### config.mk
export PLATFORM = sky130hd
export DESIGN_NAME = cordic_arbiter
export DESIGN_NICKNAME = d
export VERILOG_FILES = /design/src/rtl/guitar_pkg.sv /design/src/rtl/tag_fifo.sv /design/src/rtl/cordic_arbiter.sv
export SDC_FILE = /design/constraint.sdc
export NUM_CORES = 1
export LEC_CHECK = 0
export ABC_AREA = 1
export BUFFER_PORTS_ARGS = -buffer_cell sky130_fd_sc_hd__buf_2
export CORE_ASPECT_RATIO = 1.4
export CORE_MARGIN = 5
export CORE_UTILIZATION = 45
export CTS_BUF_LIST = sky130_fd_sc_hd__clkbuf_8
export CTS_CLUSTER_DIAMETER = 200
export DETAILED_ROUTE_END_ITERATION = 8
export PLACE_DENSITY_LB_ADDON = 0.25
export SLEW_MARGIN = 20
export SYNTH_ARGS = -nofsm -noshare
export SYNTH_HDL_FRONTEND = slang
export SYNTH_SLANG_ARGS = --single-unit
export TNS_END_PERCENT = 20
### constraint.sdc
create_clock -name clk -period 2.3 [get_ports clk]
set_input_delay 0.23 -clock clk [delete_from_list [all_inputs] [get_ports clk]]
set_output_delay 0.23 -clock clk [all_outputs]
set_load 0.05 [all_outputs]
### src/rtl/guitar_pkg.sv
// Shared definitions for the guitar_IP effect blocks.
//   ANGLE_W / TRIG_W : fixed-point widths of CORDIC angles and sin/cos results.
//   port_state_e     : per-requester handshake state used by cordic_arbiter.
package guitar_pkg;

  localparam int ANGLE_W = 32;  // fxp 32-29 angle
  localparam int TRIG_W  = 32;  // fxp 32, 24-22 payload

  typedef enum logic [1:0] {
    IDLE     = 2'd0,
    PENDING  = 2'd1,
    INFLIGHT = 2'd2,
    DONE     = 2'd3
  } port_state_e;

endpackage

### src/rtl/tag_fifo.sv
// Synchronous FIFO of requester tags, one entry per CORDIC operation in flight.
// Push and pop in the same cycle are both honoured, even when the FIFO is full.
// Ports:
//   clk, rst          clock, synchronous active-high reset
//   push, push_data   write strobe and tag
//   pop               read strobe; pop_data is the current head (valid when !empty)
//   full, empty       occupancy flags
module tag_fifo #(
  parameter int DEPTH = 4,  // power of 2, >= 2
  parameter int W     = 1
) (
  input  logic         clk,
  input  logic         rst,
  input  logic         push,
  input  logic [W-1:0] push_data,
  input  logic         pop,
  output logic [W-1:0] pop_data,
  output logic         full,
  output logic         empty
);

  localparam int AW = $clog2(DEPTH);

  logic [W-1:0]  mem [DEPTH];
  logic [AW-1:0] wr_ptr;
  logic [AW-1:0] rd_ptr;
  logic [AW:0]   count;
  logic          do_push;
  logic          do_pop;

  assign do_pop  = pop && !empty;
  // A pop frees the head slot in the same edge, so a full FIFO may still accept.
  assign do_push = push && (!full || do_pop);

  assign full     = (count == (AW+1)'(DEPTH));
  assign empty    = (count == '0);
  assign pop_data = mem[rd_ptr];

  // NOTE: storage is left out of reset; pointers and count alone define which
  // entries are valid, and a reset-free array maps onto plain RAM/flops.
  always_ff @(posedge clk) begin
    if (do_push) mem[wr_ptr] <= push_data;
  end

  // NOTE: sequential state uses non-blocking assignments so every flop samples
  // the pre-edge values regardless of statement order.
  always_ff @(posedge clk) begin
    if (rst) begin
      wr_ptr <= '0;
      rd_ptr <= '0;
      count  <= '0;
    end else begin
      if (do_push) wr_ptr <= wr_ptr + 1'b1;
      if (do_pop)  rd_ptr <= rd_ptr + 1'b1;
      unique case ({do_push, do_pop})
        2'b10:   count <= count + 1'b1;
        2'b01:   count <= count - 1'b1;
        default: count <= count;
      endcase
    end
  end

endmodule

### src/rtl/cordic_arbiter.sv
// Shares one CORDIC sin/cos core among N_REQ requesters. Requests are granted
// round-robin, the owner tag of every issued angle is queued, and each result
// (returned in issue order) is routed back to its owner.
// Ports:
//   clk, rst                        clock, synchronous active-high reset
//   req_valid[N_REQ]                per-port request level
//   req_angle[32*N_REQ]             per-port angle, port i at [32i+31:32i]
//   resp_valid[N_REQ]               one-cycle result pulse to the owning port
//   resp_sin, resp_cos              registered result, shared by all ports
//   cordic_angle, cordic_angle_valid  issue to the core (no backpressure)
//   cordic_sin, cordic_cos, cordic_out_valid  result from the core
//   busy                            operations outstanding in the core
//   err_orphan                      sticky: result arrived with nothing outstanding
module cordic_arbiter
  import guitar_pkg::*;
#(
  parameter int N_REQ     = 2,
  parameter int MAX_OUTST = 4,
  parameter int TAG_W     = $clog2(N_REQ)
) (
  input  logic                     clk,
  input  logic                     rst,
  input  logic [N_REQ-1:0]         req_valid,
  input  logic [ANGLE_W*N_REQ-1:0] req_angle,
  output logic [N_REQ-1:0]         resp_valid,
  output logic [TRIG_W-1:0]        resp_sin,
  output logic [TRIG_W-1:0]        resp_cos,
  output logic [ANGLE_W-1:0]       cordic_angle,
  output logic                     cordic_angle_valid,
  input  logic [TRIG_W-1:0]        cordic_sin,
  input  logic [TRIG_W-1:0]        cordic_cos,
  input  logic                     cordic_out_valid,
  output logic                     busy,
  output logic                     err_orphan
);

  port_state_e        st [N_REQ];
  logic [TAG_W-1:0]   rr;
  logic [TAG_W-1:0]   grant_idx;
  logic               grant_valid;
  logic [ANGLE_W-1:0] grant_angle;
  logic [N_REQ-1:0]   elig;
  logic [N_REQ-1:0]   elig_rot;
  logic [2*N_REQ-1:0] elig_dbl;
  logic [N_REQ-1:0]   grant_vec;
  logic [N_REQ-1:0]   resp_vec;
  logic [TAG_W-1:0]   head_tag;
  logic               fifo_full;
  logic               fifo_empty;
  logic               pop;

  assign pop  = cordic_out_valid && !fifo_empty;
  assign busy = !fifo_empty;

  // A port raising req_valid while IDLE competes in that same cycle, so a
  // request seen in cycle t is issued in t+1; ungranted it parks in PENDING.
  always_comb begin
    for (int i = 0; i < N_REQ; i++)
      elig[i] = req_valid[i] && (st[i] == IDLE || st[i] == PENDING);
  end

  // Rotate so bit j of elig_rot is port (rr+1+j) mod N_REQ; the lowest set bit wins.
  // NOTE: every signal driven here gets a default before any condition, so no
  // path leaves it unassigned and no latch is inferred.
  always_comb begin
    elig_dbl    = {elig, elig} >> (int'(rr) + 1);
    elig_rot    = elig_dbl[N_REQ-1:0];
    grant_valid = 1'b0;
    grant_idx   = '0;
    for (int j = N_REQ - 1; j >= 0; j--) begin
      if (elig_rot[j] && !fifo_full) begin
        grant_valid = 1'b1;
        grant_idx   = TAG_W'((int'(rr) + 1 + j) % N_REQ);
      end
    end
  end

  always_comb begin
    grant_angle = '0;
    for (int i = 0; i < N_REQ; i++) begin
      grant_vec[i] = grant_valid && (grant_idx == TAG_W'(i));
      resp_vec[i]  = pop && (head_tag == TAG_W'(i));
      if (grant_vec[i]) grant_angle = req_angle[i*ANGLE_W +: ANGLE_W];
    end
  end

  tag_fifo #(
    .DEPTH (MAX_OUTST),
    .W     (TAG_W)
  ) u_tag_fifo (
    .clk       (clk),
    .rst       (rst),
    .push      (grant_valid),
    .push_data (grant_idx),
    .pop       (pop),
    .pop_data  (head_tag),
    .full      (fifo_full),
    .empty     (fifo_empty)
  );

  // Per-port handshake FSMs. DONE blocks re-issue until the requester drops
  // req_valid, so a requester that lowers valid a cycle late is not served twice.
  always_ff @(posedge clk) begin
    if (rst) begin
      for (int i = 0; i < N_REQ; i++) st[i] <= IDLE;
    end else begin
      for (int i = 0; i < N_REQ; i++) begin
        unique case (st[i])
          IDLE:     if (req_valid[i]) st[i] <= grant_vec[i] ? INFLIGHT : PENDING;
          PENDING: begin
            if (!req_valid[i])     st[i] <= IDLE;
            else if (grant_vec[i]) st[i] <= INFLIGHT;
          end
          // Dropping req_valid here is ignored: the core result still arrives.
          INFLIGHT: if (resp_vec[i]) st[i] <= DONE;
          DONE:     if (!req_valid[i]) st[i] <= IDLE;
          default:  st[i] <= IDLE;
        endcase
      end
    end
  end

  // Issue and return datapath, all registered.
  always_ff @(posedge clk) begin
    if (rst) begin
      rr                 <= '0;
      cordic_angle       <= '0;
      cordic_angle_valid <= 1'b0;
      resp_valid         <= '0;
      resp_sin           <= '0;
      resp_cos           <= '0;
      err_orphan         <= 1'b0;
    end else begin
      cordic_angle_valid <= grant_valid;
      if (grant_valid) begin
        cordic_angle <= grant_angle;
        rr           <= grant_idx;
      end
      resp_valid <= resp_vec;
      if (pop) begin
        resp_sin <= cordic_sin;
        resp_cos <= cordic_cos;
      end
      if (cordic_out_valid && fifo_empty) err_orphan <= 1'b1;
    end
  end

endmodule

==> impl_metrics.tcl <==
set metrics [dict create \
    start_util 0.455 \
    r2r_cells 11 \
    ys_async_sr_fraction 0 \
    cp-startpoint "u_tag_fifo.count[0]" \
    dr.pass1.iters 6 \
    io_buffers 233 \
    cts_tree "done" \
    crit_family "adder cells" \
    area_growth_pct 32.8 \
    critPathArrivalTime_ns 2.33 \
    layout-drive-gt1-share 0.350 \
    htree_levels 4 \
    grt_use_total 0.194 \
    synth_edf_count 8 \
    grt_first_pass_wirelength_um 19100 \
    core-area_um2 10300 \
    dieArea_um2 12600 \
    dp_hpwl_um 8990 \
    rows 44 \
    muxShareOfSynthArea 0 \
    path_cells "nor2_4 -> nand2_2 -> nand2_4 -> inv_2 -> ha_1 -> inv_1 -> fa_1 -> a21oi_1 -> o21ai_0 -> o21ai_0 -> a21oi_1" \
    end_kind "register" \
    synth_area_um2 4690 \
    hold_class "in2reg" \
    yosys_warnings 0 \
    r2r-start "u_tag_fifo.count[0]" \
    syn_nets 733 \
    cp.buffers_inverters 2 \
    grt_max_degree 69 \
    cts_buffers 17 \
    final_common_cell "buf_2" \
    outcome "finished, final reports clean" \
    period_minus_slack_ns 2.02 \
    wire_per_inst_um 12.7 \
    ys.flop_type "dfxtp_1" \
    place_congestion 0.782 \
    cp-start-kind "register" \
    whs_path_depth 3 \
    cellPowerDensity_nw_per_um2 1470 \
    ir_drop_v 0.000627 \
    worst_clock_skew_ns 0.00746 \
    cts_buffer_depth 2 \
    clk_latency_ns 0.43 \
    finalWirelength_um 12300 \
    synth_top_family_by_area "simple AND/OR/NAND/NOR gates" \
    yosys.area_share.xor_xnor 0 \
    vias_per_cell 4.78 \
    slowest_delay_ns 0.42 \
    grt_pass1_vias 4470 \
    synth_compound_area_frac 0.136 \
    hp-start "cordic_sin[2]" \
    die-width_um 96.2 \
    setup_viol 0 \
    root_buffer "clkbuf_8" \
    ys_seq_area_frac 0.521 \
    slowest_stage "dfxtp_1" \
    drtAntennaViolNets 0 \
    cts.sinks 118 \
    maxCapViolCount 0 \
    slew_violations 0 \
    slew_headroom 0.561 \
    final_cell_mix "buf_2 (233), nor2_1 (141), nand2_1 (117), dfxtp_1 (110), o21ai_0 (48)" \
    fin_tns_setup_ns 0 \
    total_power_uw 9160 \
    reg2reg_to "u_tag_fifo.count[2]" \
    drt_iter0_drc 153 \
    drc 0 \
    pin_count 234 \
    tightest_slew_ns 0.659 \
    cts_setup_buffers 0 \
    fin_nets 955 \
    path_class "reg2reg" \
    fillers 986 \
    vias 4625 \
    grt_overflow 0 \
    die_h_um 131 \
    clkTransAtPathRegs_ns 0.07 \
    fmax_mhz 495 \
    antenna_found_initial 0 \
    ys_seq_elements 118 \
    synthSimpleGateAreaFrac 0.249 \
    reg2reg_slack_ns 0.28 \
    cts.repair.resized 0 \
    leakage_uw 0.00306 \
    cp.required_ns 2.61 \
    timing.final.crit_share 0.878 \
    crit_fanout 21 \
    diodes 0 \
    hold_viol_final 0 \
    synthCells 594 \
    ys_types 27 \
    final_util 0.604 \
    avgSynthCellArea_um2 7.89 \
    rsz0062_at_grt "no" \
    synth_fa_ha_area_frac 0.0176 \
    holdPathEnd "resp_sin[2]" \
    hold_buffers 0 \
]
area by class of cell:
class	instances	area, um2	share of cell area
Inverter	29	109	0.0175
Multi-Input combinational cell	411	1890	0.303
Clock inverter	13	139	0.0223
Timing Repair Buffer	239	1210	0.195
Sequential cell	118	2440	0.393
Clock buffer	19	262	0.0420
Tap cell	138	173	0.0277
per-stage QoR:
step                      hold slack [ns]  setup WS [ns]  cell area, um2  instances
after global placement              0.444          0.358            5820        935
after global routing               0.0309          0.143            6220        967
final                              0.0445          0.280            6220        967
after detailed placement            0.448          0.290            5820        935
after CTS                          0.0230          0.280            6220        967
after floorplan                     0.372          0.109            4690        594
report_power, final:
group,internal (uW),total [uW],leakage (uW),switching (uW)
sequential,2700,3020,0.000988,321
clock,1100,1890,0.000221,787
combinational,990,4240,0.00185,3250
total,4800,9160,0.00306,4360
Yosys cell counts (2+ instances only):
cell / n / area [um2]
nor2_4: 3 / 33.8
a31oi_1: 32 / 200
nand2_2: 12 / 75.1
buf_2: 11 / 55.1
inv_1: 25 / 93.8
a21oi_1: 11 / 55.1
o21ai_1: 25 / 125
o21ai_0: 48 / 240
ha_1: 5 / 62.6
buf_6: 10 / 113
nand3_1: 8 / 40.0
nand4_1: 3 / 18.8
buf_4: 3 / 22.5
nand2_1: 117 / 439
nor3_1: 2 / 10.0
inv_2: 4 / 15.0
clkbuf_1: 9 / 33.8
dfxtp_1: 110 / 2200
nor2_1: 141 / 529
edfxtp_1: 8 / 240
tightest hold or removal path, cell delays in order:
cell and delay [ns]:
buf_2 0.07, o21ai_1 0.05, nor2_1 0.08
flip-flops by register name (all words and copies together), names as in the netlist, 2 cells and up, named ones only:
name / cells
resp_valid: 2
st: 4
u_tag_fifo.count: 3
u_tag_fifo.rd_ptr: 2
u_tag_fifo.mem: 4
resp_sin: 32
resp_cos: 32
u_tag_fifo.wr_ptr: 2
cordic_angle: 32
cells by family after synthesis:
family / after synthesis
AND/OR/NAND/NOR: 288
adder cells (fa/ha/maj): 6
flip-flops: 118
buffers and inverters: 65
AO/OA/AOI/OAI: 117
worst max-delay path by stage:
| stage | to | slack [ns] | cells after the start |
|---|---|---|---|
| detailed placement | u_tag_fifo.count[2] | 0.29 | 11 |
| global route | u_tag_fifo.count[2] | 0.14 | 11 |
| finish | u_tag_fifo.count[2] | 0.28 | 11 |
| global placement | u_tag_fifo.count[2] | 0.36 | 11 |
| CTS | u_tag_fifo.count[2] | 0.28 | 11 |
| floorplan | u_tag_fifo.count[2] | 0.11 | 12 |
routing by layer:
layer,routed length [um],share of wire,track usage,up-vias
li1,-,-,-,2361
met1,4700,0.38,0.196,2057
met2,6080,0.50,0.350,192
met3,1270,0.10,0.0624,15
met4,193,0.016,0.0955,0
met5,0,0,0,-
Note: power is estimated with default switching activity, not from simulation.
